File: src/rtl/death_digit_renderer.sv
// Two-digit death counter overlay: snapshots the BCD count on each frame tick,
// renders it as x2-scaled 8x16 glyphs and blinks it for 64 frames after a change.
module death_digit_renderer (
  input  logic       Clk,
  input  logic       Reset_n,
  input  logic       frame_clk,
  input  logic [3:0] tenths,
  input  logic [3:0] ones,
  input  logic [9:0] DrawX,
  input  logic [9:0] DrawY,
  output logic       pixel_on,
  output logic       flashing
);

  // state   | meaning
  // S_IDLE  | digits shown steadily
  // S_FLASH | digits blink 8 frames on / 8 off until 64 frames pass without change
  localparam logic [0:0] S_IDLE  = 1'b0;
  localparam logic [0:0] S_FLASH = 1'b1;

  localparam logic [9:0] X_TENS = 10'd576;
  localparam logic [9:0] X_ONES = 10'd592;
  localparam logic [9:0] Y_TOP  = 10'd16;

  logic       fsync_q, fdly_q;
  logic       fe;
  logic [3:0] snap_t_q, snap_t_d, snap_o_q, snap_o_d;
  logic [0:0] state_q, state_d;
  logic [5:0] cnt_q, cnt_d;
  logic       changed;

  logic       in_t, in_o, hide;
  logic [3:0] code_d;
  logic [2:0] col_d;
  logic [3:0] row_d;
  logic       s1_on_d;
  logic       s1_on_q;
  logic [3:0] s1_code_q, s1_row_q;
  logic [2:0] s1_col_q;
  logic [7:0] row_byte;
  logic       pixel_q;

  // Glyph rows packed MSB-first: row 0 is the top byte.
  function automatic logic [7:0] font_row(input logic [3:0] d, input logic [3:0] r);
    logic [127:0] g;
    case (d)
      4'd0:    g = 128'h00007cc6c6cedef6e6c6c67c00000000;
      4'd1:    g = 128'h00001838781818181818187e00000000;
      4'd2:    g = 128'h00007cc6060c183060c0c6fe00000000;
      4'd3:    g = 128'h00007cc606063c060606c67c00000000;
      4'd4:    g = 128'h00000c1c3c6cccfe0c0c0c1e00000000;
      4'd5:    g = 128'h0000fec0c0c0fc060606c67c00000000;
      4'd6:    g = 128'h00003860c0c0fcc6c6c6c67c00000000;
      4'd7:    g = 128'h0000fec606060c183030303000000000;
      4'd8:    g = 128'h00007cc6c6c67cc6c6c6c67c00000000;
      4'd9:    g = 128'h00007cc6c6c67e0606060c7800000000;
      default: g = '0;
    endcase
    font_row = 8'(g >> {~r, 3'b000});
  endfunction

  assign fe       = fsync_q & ~fdly_q;
  assign flashing = (state_q == S_FLASH);
  assign pixel_on = pixel_q;

  always_comb begin
    snap_t_d = snap_t_q;
    snap_o_d = snap_o_q;
    state_d  = state_q;
    cnt_d    = cnt_q;
    changed  = ({tenths, ones} != {snap_t_q, snap_o_q});
    if (fe) begin
      snap_t_d = tenths;
      snap_o_d = ones;
      case (state_q)
        S_IDLE: begin
          if (changed) begin
            state_d = S_FLASH;
            cnt_d   = '0;
          end
        end
        default: begin
          if (changed)              cnt_d   = '0;
          else if (cnt_q == 6'd63)  state_d = S_IDLE;
          else                      cnt_d   = cnt_q + 6'd1;
        end
      endcase
    end
  end

  always_comb begin
    in_t   = (DrawY >= Y_TOP) && (DrawY <= 10'd47) && (DrawX >= X_TENS) && (DrawX <= 10'd591);
    in_o   = (DrawY >= Y_TOP) && (DrawY <= 10'd47) && (DrawX >= X_ONES) && (DrawX <= 10'd607);
    code_d = in_o ? snap_o_q : snap_t_q;
    col_d  = 3'((DrawX - (in_o ? X_ONES : X_TENS)) >> 1);
    row_d  = 4'((DrawY - Y_TOP) >> 1);
    hide   = (state_q == S_FLASH) && cnt_q[3];
    // Leading zero on the tens digit and non-BCD codes are blanked here.
    s1_on_d = ((in_t && (snap_t_q != 4'd0)) || in_o) && (code_d <= 4'd9) && !hide;
    row_byte = font_row(s1_code_q, s1_row_q);
  end

  always_ff @(posedge Clk) begin
    if (!Reset_n) begin
      fsync_q   <= 1'b0;
      fdly_q    <= 1'b0;
      snap_t_q  <= '0;
      snap_o_q  <= '0;
      state_q   <= S_IDLE;
      cnt_q     <= '0;
      s1_on_q   <= 1'b0;
      s1_code_q <= '0;
      s1_row_q  <= '0;
      s1_col_q  <= '0;
      pixel_q   <= 1'b0;
    end else begin
      fsync_q   <= frame_clk;
      fdly_q    <= fsync_q;
      snap_t_q  <= snap_t_d;
      snap_o_q  <= snap_o_d;
      state_q   <= state_d;
      cnt_q     <= cnt_d;
      s1_on_q   <= s1_on_d;
      s1_code_q <= code_d;
      s1_row_q  <= row_d;
      s1_col_q  <= col_d;
      pixel_q   <= s1_on_q & row_byte[~s1_col_q];
    end
  end

endmodule
File: config.mk
export PLATFORM = sky130hd
export DESIGN_NAME = death_digit_renderer
export DESIGN_NICKNAME = d
export VERILOG_FILES = /design/src/rtl/death_digit_renderer.sv
export SDC_FILE = /design/constraint.sdc
export NUM_CORES = 1
export LEC_CHECK = 0
export BUFFER_PORTS_ARGS = -buffer_cell sky130_fd_sc_hd__clkbuf_2
export CORE_ASPECT_RATIO = 1.75
export CORE_MARGIN = 3
export CORE_UTILIZATION = 48
export DETAILED_ROUTE_END_ITERATION = 10
export PLACE_DENSITY_LB_ADDON = 0.1
export SLEW_MARGIN = 20
export SYNTH_ARGS = -nofsm -noshare
export SYNTH_HDL_FRONTEND = slang
export SYNTH_SLANG_ARGS = --single-unit
File: constraint.sdc
create_clock -name Clk -period 8.2 [get_ports Clk]
set_clock_uncertainty 0.2 [all_clocks]
set_input_delay 0.82 -clock Clk [delete_from_list [all_inputs] [get_ports Clk]]
set_output_delay 0.82 -clock Clk [all_outputs]
set_load 0.02 [all_outputs]
Yosys cells after proc, flatten, opt, wreduce, memory -nomap -nowiden
Memory sizes are Yosys's and may differ from the RTL's. A register that Yosys moved wholly into a read port is not among the register bits.
Index checks and enable logic that the tools add are counted.
{"block": "op_classes", "addsub": 3, "n_lt_le_gt_ge": 8, "n_eq_ne": 3, "shifts": 1, "n_mux": 12, "bitwise": 5, "n_reduce_logical": 14}
{"operator": "$shr A128 B7 Y8", "n": 1}
{"operator": "$mux W6", "n": 4}
{"operator": "$ge A10 B10 Y1 const B", "n": 2}
{"operator": "$le A10 B10 Y1 const B", "n": 2}
{"operator": "$ge A10 B5 Y1 const B", "n": 1}
{"operator": "$le A10 B6 Y1 const B", "n": 1}
{"operator": "$logic_and A1 B1 Y1", "n": 9}
{"operator": "$mux W4", "n": 2}
{"operator": "$ne A8 B8 Y1", "n": 1}
{"operator": "$add A6 B1 Y6 const B", "n": 1}
{"operator": "$eq A6 B6 Y1 const B", "n": 1}
{"operator": "$mux W1", "n": 5}
{"operator": "$sub A5 B5 Y5 const B", "n": 1}
{"operator": "$le A4 B4 Y1 const B", "n": 1}
{"operator": "$lt A3 B4 Y1 const B", "n": 1}
{"operator": "$not A4 Y4", "n": 1}
{"operator": "$reduce_bool A4 Y1", "n": 1}
{"operator": "$sub A4 B4 Y4 const B", "n": 1}
{"operator": "$bmux W1 S3", "n": 1}
{"operator": "$not A3 Y3", "n": 1}
{"operator": "$reduce_and A3 Y1", "n": 1}
{"operator": "$and A1 B1 Y1", "n": 2}
{"operator": "$ne A2 B2 Y1 const B", "n": 1}
{"operator": "$reduce_bool A2 Y1", "n": 1}
{"operator": "other kinds (3)", "n": 3}
{"block": "word_totals", "ff_bits": 26, "rom_bits": 1120, "input_bits": 31, "out_inout_bits": 2, "elab_cells": 57, "mem_count": 1}
{"name": "(name not given)", "depth": 16, "width": 70, "rd": 1, "rd_clocked_by_memory_dff": 1, "wr": 0, "line_no": "46", "text": "case (d)"}

Logic depth before layout (Yosys ltp)
{"block": "depth", "ltp_word": 8, "depth_mapped": 10, "depth_no_buf": 10}

Worst setup path after synthesis
No wires, ideal clock.
{"block": "synth_path", "path_type": "input to register", "start": "in DrawX[8]", "end": "reg (tool-made name)", "setup_ns": 0.147, "arrival_ns": 2.873, "required_time_ns": 7.853, "path_slack_ns": 4.980, "path_stages": 9, "n_path_buf": 1, "path_cell_list": "and4bb_1 > nand4_2 > nor2_4 > mux2i_1 > inv_1 > ha_1 > clkbuf_1 > o21ai_0 > o311ai_0"}
{"item": "start: declaration", "line_no": "9", "text": "input logic [9:0] DrawX,"}

==> results.txt <==
largest net degree at the start of global routing: 39
Design Power: 832 µW
synth top area cells: dfxtp_1 (40%), mux2i_1 (6.4%), nand2_1 (5.1%), ha_1 (3.4%), o21ai_0 (3.3%)
Hold Crit Depth: 1
Post-synth top flop: dfxtp_1
htree depth: 3
cells after synthesis: 372
FF-to-FF setup slack: 5.61 ns
Nets: 429
Vias/cell: 5.57
Ys Warns: 0
Layout area overhead: 14.5%
P_leak: 1.49 nW
Ports: 33
Post-Syn Area per Cell: 8.85 µm²
setup bufs post-CTS: 0
Clk pwr share: 0.496
status: finished, final reports clean
Hold Path End: fdly_q
root buffer cell: clkbuf_16
DR pass1 iterations: 5
max-slew violation count: 0
register area share after synthesis: 0.401
Synth cell types: 54
leading area contributor after synthesis: dfxtp_1
Worst setup SP type: input port
cell depth of the worst flop-to-flop path: 6
routed vias: 2649
Worst R2R Start: snap_t_q[0]
die span in y: 116 µm
Comb pwr share: 0.083
main combinational cell family by area after synthesis: simple AND/OR/NAND/NOR gates
vias in the first global route: 2650
global route overflow: 0
wire per inst: 16.4 µm
clk slew on worst S/H paths: 0.05 ns
gr usage total: 0.222
final period utilization: 0.420
drt initial violations: 121
Post-synth ARST share: 0
worst vdd ir: 162 µV
Net Count, Synth: 412
Post-CTS Resized: 0
pwr dens: 221 nW/µm²
Int Power: 643 µW
DIE WIDTH: 68.6 µm
share of the synthesized area in the top cell type: 0.401
mux share of post-synthesis cell area: 0.108
synthesized-area fraction occupied by adder cells: 0.0342
worst min path class: flop to flop
Final WS setup: 4.75 ns
total die area: 7930 µm²
crit path from: DrawX[8]
Rows: 39
DRC: 0
Antenna Nets Post-Route: 0
Crit. End Element: flop
achievable frequency: 0.290 GHz
fin crit period: 3.45 ns
GP Congestion: 0.847
Data arrival, critical path: 3.40 ns
top-count cell post-synth: dfxtp_1
# diodes: 0
xor and xnor area share after synthesis: 0.0346
PortBufs: 30
Num Clock Sinks: 66
EDFF count, synth: 0
synthesis-stage register bit count: 66
Worst EP required: 8.15 ns
Slew Limit Headroom: 0.442
share of layout cells above drive strength 1: 0.160
worst-margin pin slew: 0.814 ns
Sequential Power Share: 0.421
initial antenna violation count: 0
hold_buf cts: 0
maxcap violations: 0
Synth Area in Simple Gates: 0.209
WL final: 7800 µm
Post-Syn Area: 3290 µm²
Post-DP HPWL: 5910 µm
global-route wire length before repair: 12900 µm
TritonCTS Buffers: 9
clk buf depth: 2
RSZ-0062 raised after global routing: false
Post-synth top cells: dfxtp_1 (66), nand2_1 (45), nor2_1 (22), o21ai_0 (22), mux2i_1 (21)
setup tns final: 0 ns
critical-path maximum fanout: 10
CTS tree: yes
Core Region: 6590 µm²
Synth Area in Compound Gates: 0.162
crit path kind: input port to flop
Initial Utilization: 0.500
hold violation count in the final report: 0
sw frac: 0.227
switching pwr: 189 µW
setup violators final: 0
pre-CTS setup slack: 4.41 ns
hold wc startpoint: fsync_q
latest clock arrival within the worst-skew pair: 0.33 ns
Fin Hold WS: 0.287 ns
power groups by stage:
stage | Clock (mW) | Combinational (mW) | Sequential [mW]
CTS | 0.420 | 0.0699 | 0.350
finish | 0.413 | 0.0693 | 0.350
global route | 0.435 | 0.0780 | 0.352
detailed placement | 0 | 0.0696 | 0.357
floorplan | 0 | 0.0558 | 0.348
global placement | 0 | 0.0689 | 0.357
worst max path at each step:
stage	slack, ns	cells past startpoint	to
detailed placement	4.41	9	flop
floorplan	4.98	9	flop
CTS	4.74	9	flop
global route	4.48	9	flop
global placement	4.42	9	flop
finish	4.75	9	flop
metal layers:
metal	part of all wire	global-route usage
met2	0.55	0.383
met3	0.030	0.0466
met5	0	0
met4	0.054	0.147
met1	0.37	0.231
cells in the final DEF, fill, tap and decap left out, drive strengths merged, types with 5 or more instances in the layout:
cell type	n
a211oi	5
a21boi	9
a21oi	14
and2	11
clkbuf	40
dfxtp	66
ha	9
inv	14
mux2i	22
nand2	45
nand2b	8
nand3	8
nand4	8
nor2	24
nor2b	10
nor3	7
o21ai	24
xnor2	9
cell families (layout without fill, tap and decap cells):
logic type                 after synthesis  count (layout)
and+or+nand+nor                        135             135
xor gates and xnor gates                13              13
DFF                                     66              66
muxes                                   29              29
AOI/OAI and AO/OA                       81              81
buffers and inverters                   39              61
adders and majority gates                9               9
critical path, cell delays in order:
cell and delay, ns:
clkbuf_2 0.08, and4bb_1 0.26, nand4_2 0.18, nor2_4 0.26
mux2i_1 0.73, inv_1 0.25, ha_1 0.40, o21ai_0 0.27
o211ai_1 0.14
final cells by class:
type,count,area (µm²)
clock inverters,6,88.8
well taps,82,103
inverters,13,48.8
clock buffers,10,239
multi-input cells,267,1800
fillers,656,2820
repair buffers,32,165
flip-flops and latches,66,1320
metrics by stage:
step / area (µm²) / instances / util
after floorplan: 3290 / 372 / -
after global placement: 3440 / 460 / 0.523
after detailed placement: 3440 / 460 / 0.523
after CTS: 3770 / 476 / 0.572
after global routing: 3770 / 476 / 0.572
final: 3770 / 476 / 0.572
No activity file was read; power rests on OpenSTA's default activity.
